## src/rtl/load_store_unit.sv

```systemverilog
// load_store_unit: sub-word load/store sequencer for a word-ported, big-endian
// data memory. One request in flight; byte/half stores use read-modify-write.
module load_store_unit #(
   parameter int unsigned ADDR_W = 7
) (
   input  logic        clk,
   input  logic        rst,
   input  logic        req_valid,
   output logic        req_ready,
   input  logic        req_store,
   input  logic [2:0]  req_op,
   input  logic [31:0] req_addr,
   input  logic [31:0] req_wdata,
   output logic        rsp_valid,
   output logic [31:0] rsp_data,
   output logic        rsp_err,
   output logic [31:0] mem_addr,
   output logic        mem_read,
   output logic        mem_write,
   output logic [31:0] mem_wdata,
   input  logic [31:0] mem_rdata
);

   typedef enum logic [1:0] {IDLE, READ, WRITE, RESP} state_t;

   state_t      state;
   logic        store_q;
   logic [2:0]  op_q;
   logic [31:0] addr_q;
   logic [31:0] wdata_q;
   logic [31:0] wbuf;

   logic        dec_err;
   logic [4:0]  byte_sh;
   logic [4:0]  half_sh;
   logic [7:0]  rd_byte;
   logic [15:0] rd_half;
   logic [31:0] load_res;
   logic [31:0] merged;

   assign req_ready = (state == IDLE) && !rst;
   assign mem_read  = (state == READ) && !rst;
   assign mem_write = (state == WRITE) && !rst;
   assign mem_addr  = (state == READ || state == WRITE) ? {addr_q[31:2], 2'b00} : '0;
   assign mem_wdata = wbuf;

   // Request decode: illegal op, misalignment and out-of-range address
   always_comb begin
      dec_err = 1'b0;
      case (req_op)
         3'b000:  dec_err = 1'b0;
         3'b001:  dec_err = req_addr[0];
         3'b010:  dec_err = (req_addr[1:0] != 2'b00);
         3'b100:  dec_err = req_store;
         3'b101:  dec_err = req_store || req_addr[0];
         default: dec_err = 1'b1;
      endcase
      if (|req_addr[31:ADDR_W])
         dec_err = 1'b1;
   end

   // Big-endian lane extraction with extension, and store-data merge
   always_comb begin
      // byte at offset o sits (3-o) bytes up from bit 0
      byte_sh  = {~addr_q[1:0], 3'b000};
      half_sh  = addr_q[1] ? 5'd0 : 5'd16;
      rd_byte  = 8'(mem_rdata >> byte_sh);
      rd_half  = 16'(mem_rdata >> half_sh);
      load_res = mem_rdata;
      merged   = wdata_q;
      case (op_q[1:0])
         2'b00: begin
            load_res = op_q[2] ? {24'h0, rd_byte} : {{24{rd_byte[7]}}, rd_byte};
            merged   = (mem_rdata & ~(32'h0000_00FF << byte_sh)) |
                       ({24'h0, wdata_q[7:0]} << byte_sh);
         end
         2'b01: begin
            load_res = op_q[2] ? {16'h0, rd_half} : {{16{rd_half[15]}}, rd_half};
            merged   = (mem_rdata & ~(32'h0000_FFFF << half_sh)) |
                       ({16'h0, wdata_q[15:0]} << half_sh);
         end
         default: begin
            load_res = mem_rdata;
            merged   = wdata_q;
         end
      endcase
   end

   // Sequencer FSM with registered response outputs
   always_ff @(posedge clk) begin
      if (rst) begin
         state     <= IDLE;
         store_q   <= 1'b0;
         op_q      <= '0;
         addr_q    <= '0;
         wdata_q   <= '0;
         wbuf      <= '0;
         rsp_valid <= 1'b0;
         rsp_err   <= 1'b0;
         rsp_data  <= '0;
      end else begin
         rsp_valid <= 1'b0;
         rsp_err   <= 1'b0;
         case (state)
            IDLE: begin
               if (req_valid) begin
                  store_q <= req_store;
                  op_q    <= req_op;
                  addr_q  <= req_addr;
                  wdata_q <= req_wdata;
                  if (dec_err) begin
                     rsp_valid <= 1'b1;
                     rsp_err   <= 1'b1;
                     rsp_data  <= '0;
                     state     <= RESP;
                  end else if (req_store && req_op == 3'b010) begin
                     wbuf  <= req_wdata;
                     state <= WRITE;
                  end else begin
                     state <= READ;
                  end
               end
            end
            READ: begin
               if (store_q) begin
                  wbuf  <= merged;
                  state <= WRITE;
               end else begin
                  rsp_data  <= load_res;
                  rsp_valid <= 1'b1;
                  state     <= RESP;
               end
            end
            WRITE: begin
               rsp_data  <= '0;
               rsp_valid <= 1'b1;
               state     <= RESP;
            end
            default: state <= IDLE;
         endcase
      end
   end

endmodule

```

## config.mk

```make
export PLATFORM = sky130hd
export DESIGN_NAME = load_store_unit
export DESIGN_NICKNAME = d
export VERILOG_FILES = /design/src/rtl/load_store_unit.sv
export SDC_FILE = /design/constraint.sdc
export NUM_CORES = 1
export LEC_CHECK = 0
export CAP_MARGIN = 20
export CORE_ASPECT_RATIO = 1.1
export CORE_UTILIZATION = 54
export CTS_BUF_LIST = sky130_fd_sc_hd__clkbuf_8
export CTS_CLUSTER_DIAMETER = 200
export DETAILED_ROUTE_END_ITERATION = 16
export PLACE_DENSITY = 0.9
export SKIP_LAST_GASP = 1
export SLEW_MARGIN = 30
export SYNTH_ARGS = -nofsm -noshare
export SYNTH_HDL_FRONTEND = slang
export SYNTH_SLANG_ARGS = --single-unit
export TNS_END_PERCENT = 10
```

## constraint.sdc

```tcl
create_clock -name clk -period 6 [get_ports clk]
set_input_delay 1.8 -clock clk [delete_from_list [all_inputs] [get_ports clk]]
set_output_delay 1.8 -clock clk [all_outputs]
set_load 0.01 [all_outputs]
```

==> results.txt <==
outcome -> completed
Hold/Removal Path Class -> flip-flop to flip-flop
Async S/R FF share, synth -> 0
CTS Buffer Depth -> 2
Primary FF master, synth -> dfxtp_1
CP peak stage delay -> 510 ps
reg2reg path depth -> 6
first-pass GRT wire length -> 35090 um
number of global-route vias before repair -> 6777
hold worst-path end -> addr_q[30]$_SDFFE_PP0P_
Pre-antenna DRT Iters -> 6
wire per inst -> 17.79 um
highest net fanout along the worst path -> 65
Final Power -> 3.140 mW
Yosys top cell by area -> dfxtp_1
CP Class -> input port to output pin
Chip Width -> 113.9 um
Hold Path Cell Cnt -> 2
min cycle time layout -> 4891 ps
hpwl dp -> 15650 um
unrepaired setup endpoints after global routing -> false
Worst path slowest cell -> clkdlybuf4s50_1
Setup crit start kind -> input port
Worst-Margin Slew -> 818.9 ps
chip height -> 125.1 um
port bufs -> 201
Most Frequent Cell on Critical Path -> buf_4
Clock Pin Slew Worst Setup and Hold Paths -> 70 ps
pre-CTS setup slack -> 1120 ps
hold_sp -> addr_q[30]$_SDFFE_PP0P_
R2R Setup Slk -> 3380 ps
Gate power share -> 0.426
Synth Register Bits -> 136
initial drt markers -> 704
max_cap viols -> 0
Syn Area/Cell -> 8.252 sq um
switching part of the total power -> 0.3859
CTS tree -> done
die area -> 14240 sq um
clock buffer count from CTS -> 17
register area share after synthesis -> 0.3662
Synth area leaders -> dfxtp_1 37%, nand2_1 10%, mux2i_1 6.3%
Peak VDD IR -> 0.3432 mV
final worst slack -> 1109 ps
row count -> 44
RR Endpoint -> rsp_data[22]$_SDFFE_PP0P_
I/O pins -> 204
area share of the largest cell type after synthesis -> 0.3662
Final Hold Viols -> 0
CP required -> 4200 ps
Cell Pwr Density -> 322.5 nW/um^2
PostCTS Resize Cnt -> 0
Buf/Inv on CP -> 3
fraction of layout cells with a size suffix above 1 -> 0.09644
Peak Freq -> 0.2044 GHz
Sequential Power Share -> 0.368
met2 usage -> 0.5068
filler instances -> 1013
clock net sink count -> 136
met3 Track Usage GR -> 0.08337
ant diodes -> 0
cell area after synthesis -> 7435 sq um
grt total ovfl -> 0
critical path endpoint category -> output pin
cells after synthesis -> 901
Top delay family on crit path -> buffers and inverters
setup bufs post-CTS -> 0
clock skew -> 9.715 ps
Worst R2R Start -> op_q[1]$_SDFFE_PP0P_
sequence of cells on the critical path -> buf_4 > buf_4 > nor2_1 > clkdlybuf4s50_1
Final Max Tran Viols -> 0
clk_lat worst skew -> 460 ps
nets -> 1166
gpl congestion -> 0.9301
Data arrival, critical path -> 3090 ps
DRT Wirelength -> 22270 um
Post-synth EDFFs -> 0
residual DRC count -> 0
Slew HR -> 0.4466
initial antenna violation count -> 0
H-tree depth -> 4
gr busiest metal -> met2
P_int -> 1.928 mW
Hold Buf Count CTS -> 0
Sw Pwr -> 1.212 mW
starting density of the core -> 0.5580
gr usage total -> 0.3162
setup violators final -> 0
CTS root buffer -> clkbuf_8
post-synth cell types -> 48
setup TNS -> 0 ps
clock share of power -> 0.206
Yosys Warn Count -> 0
met1 Use GR -> 0.3948
Final period util -> 0.8152
area growth from synthesis to layout -> 30.98%
Core Region -> 13320 sq um
pin count of the biggest net entering global routing -> 107
routed vias -> 7279
DR vias/cell -> 5.814
Leak -> 3.853 nW
Routed Antenna Nets -> 0
-- cell usage after synthesis (2+ instances only) --
| library cell | n |
|---|---|
| a21oi_2 | 11 |
| a22oi_1 | 16 |
| a311o_1 | 32 |
| a21oi_1 | 86 |
| o21a_1 | 3 |
| a22o_1 | 8 |
| dfxtp_1 | 136 |
| mux2_4 | 17 |
| nor3_1 | 4 |
| a221oi_1 | 8 |
| nand4_1 | 2 |
| nor2b_1 | 19 |
| buf_2 | 13 |
| clkbuf_1 | 42 |
| buf_1 | 4 |
| nor2_1 | 42 |
| and2_1 | 38 |
| buf_6 | 8 |
| nor2_2 | 2 |
| a21o_1 | 7 |
| buf_4 | 4 |
| inv_1 | 22 |
| o211ai_1 | 8 |
| ha_1 | 4 |
| nand2_1 | 200 |
| mux2_2 | 25 |
| mux2i_1 | 47 |
| o31a_1 | 2 |
| nand2b_1 | 50 |
| nor3_4 | 2 |
| nor4_1 | 5 |
| o21ai_0 | 18 |
-- layout by cell type (no fill, tap or decap), drive strengths merged, types with 5 or more instances in the layout --
| master | n |
|---|---|
| nor3 | 6 |
| o21ai | 18 |
| and2 | 38 |
| o211ai | 8 |
| nand2b | 50 |
| mux2 | 42 |
| inv | 26 |
| nor2 | 45 |
| a22o | 8 |
| a21oi | 97 |
| a21o | 7 |
| buf | 9 |
| nor4 | 5 |
| clkbuf | 21 |
| mux2i | 47 |
| a22oi | 16 |
| a311o | 32 |
| nor2b | 19 |
| clkdlybuf4s50 | 200 |
| nand2 | 200 |
| dfxtp | 136 |
| a221oi | 8 |
-- worst max-delay path by stage --
stage	startpoint	endpoint	cells past startpoint
after floorplan	rst	mem_write	4
after global placement	rst	mem_read	4
after detailed placement	rst	req_ready	4
after CTS	rst	req_ready	4
after global routing	rst	req_ready	4
final	rst	req_ready	4
-- power by group through the flow --
stage / Clock [mW] / Sequential [mW] / Combinational (mW)
CTS: 0.651 / 1.15 / 1.33
global route: 0.686 / 1.17 / 1.45
floorplan: 0 / 1.13 / 0.916
detailed placement: 0 / 1.17 / 1.32
global placement: 0 / 1.16 / 1.30
finish: 0.646 / 1.16 / 1.34
-- final cells by class --
type / count / area (sq um) / share of cell area
multi-input combinational: 673 / 4304 / 0.4420
sequential: 136 / 2725 / 0.2798
timing repair buffer: 209 / 2073 / 0.2129
clock buffer: 21 / 289.0 / 0.02968
tap: 184 / 230.2 / 0.02364
inverter: 22 / 82.58 / 0.008480
clock inverter: 7 / 33.78 / 0.003469
-- logic make-up (layout without fill, tap and decap cells) --
kind of cell	after synthesis	count (layout)	share of synthesized area
multiplexers	89	89	0.1355
buffers and inverters	93	259	0.05924
AO/OA/AOI/OAI	208	208	0.1951
other	1	2	0.0005044
adder cells (fa/ha/maj)	4	4	0.006732
flip-flops	136	136	0.3662
AND/OR/NAND/NOR	370	370	0.2368
-- state kept, by name (all words and copies together) (netlist names) --
name / cells
addr_q: 32
rsp_data: 32
rsp_valid: 1
mem_wdata: 32
wdata_q: 32
op_q: 3
store_q: 1
state: 2
rsp_err: 1
-- metrics by stage --
step	instance area [sq um]	util	instances	hold WS (ps)
after floorplan	7438	-	902	431.7
after global placement	9402	0.7057	1224	437.6
after detailed placement	9404	0.7059	1224	443.3
after CTS	9727	0.7301	1252	452.8
after global routing	9738	0.7309	1252	475.8
final	9738	0.7309	1252	449.9
-- per-layer routing --
metal / routed length, um / part of all wire / up-vias
li1: - / - / 3411
met1: 8986 / 0.40 / 3403
met2: 10310 / 0.46 / 405
met3: 2141 / 0.096 / 60
met4: 831 / 0.037 / 0
met5: 0 / 0 / -
-- worst register-to-register path, cell delays in order, from the launching register on --
cell and delay, ps:
dfxtp_2 610, buf_4 540, nor2_4 210, a32oi_2 310, a221o_2 460, a21oi_1 100, mux2_2 280
Note: power is estimated with default switching activity, not from simulation.
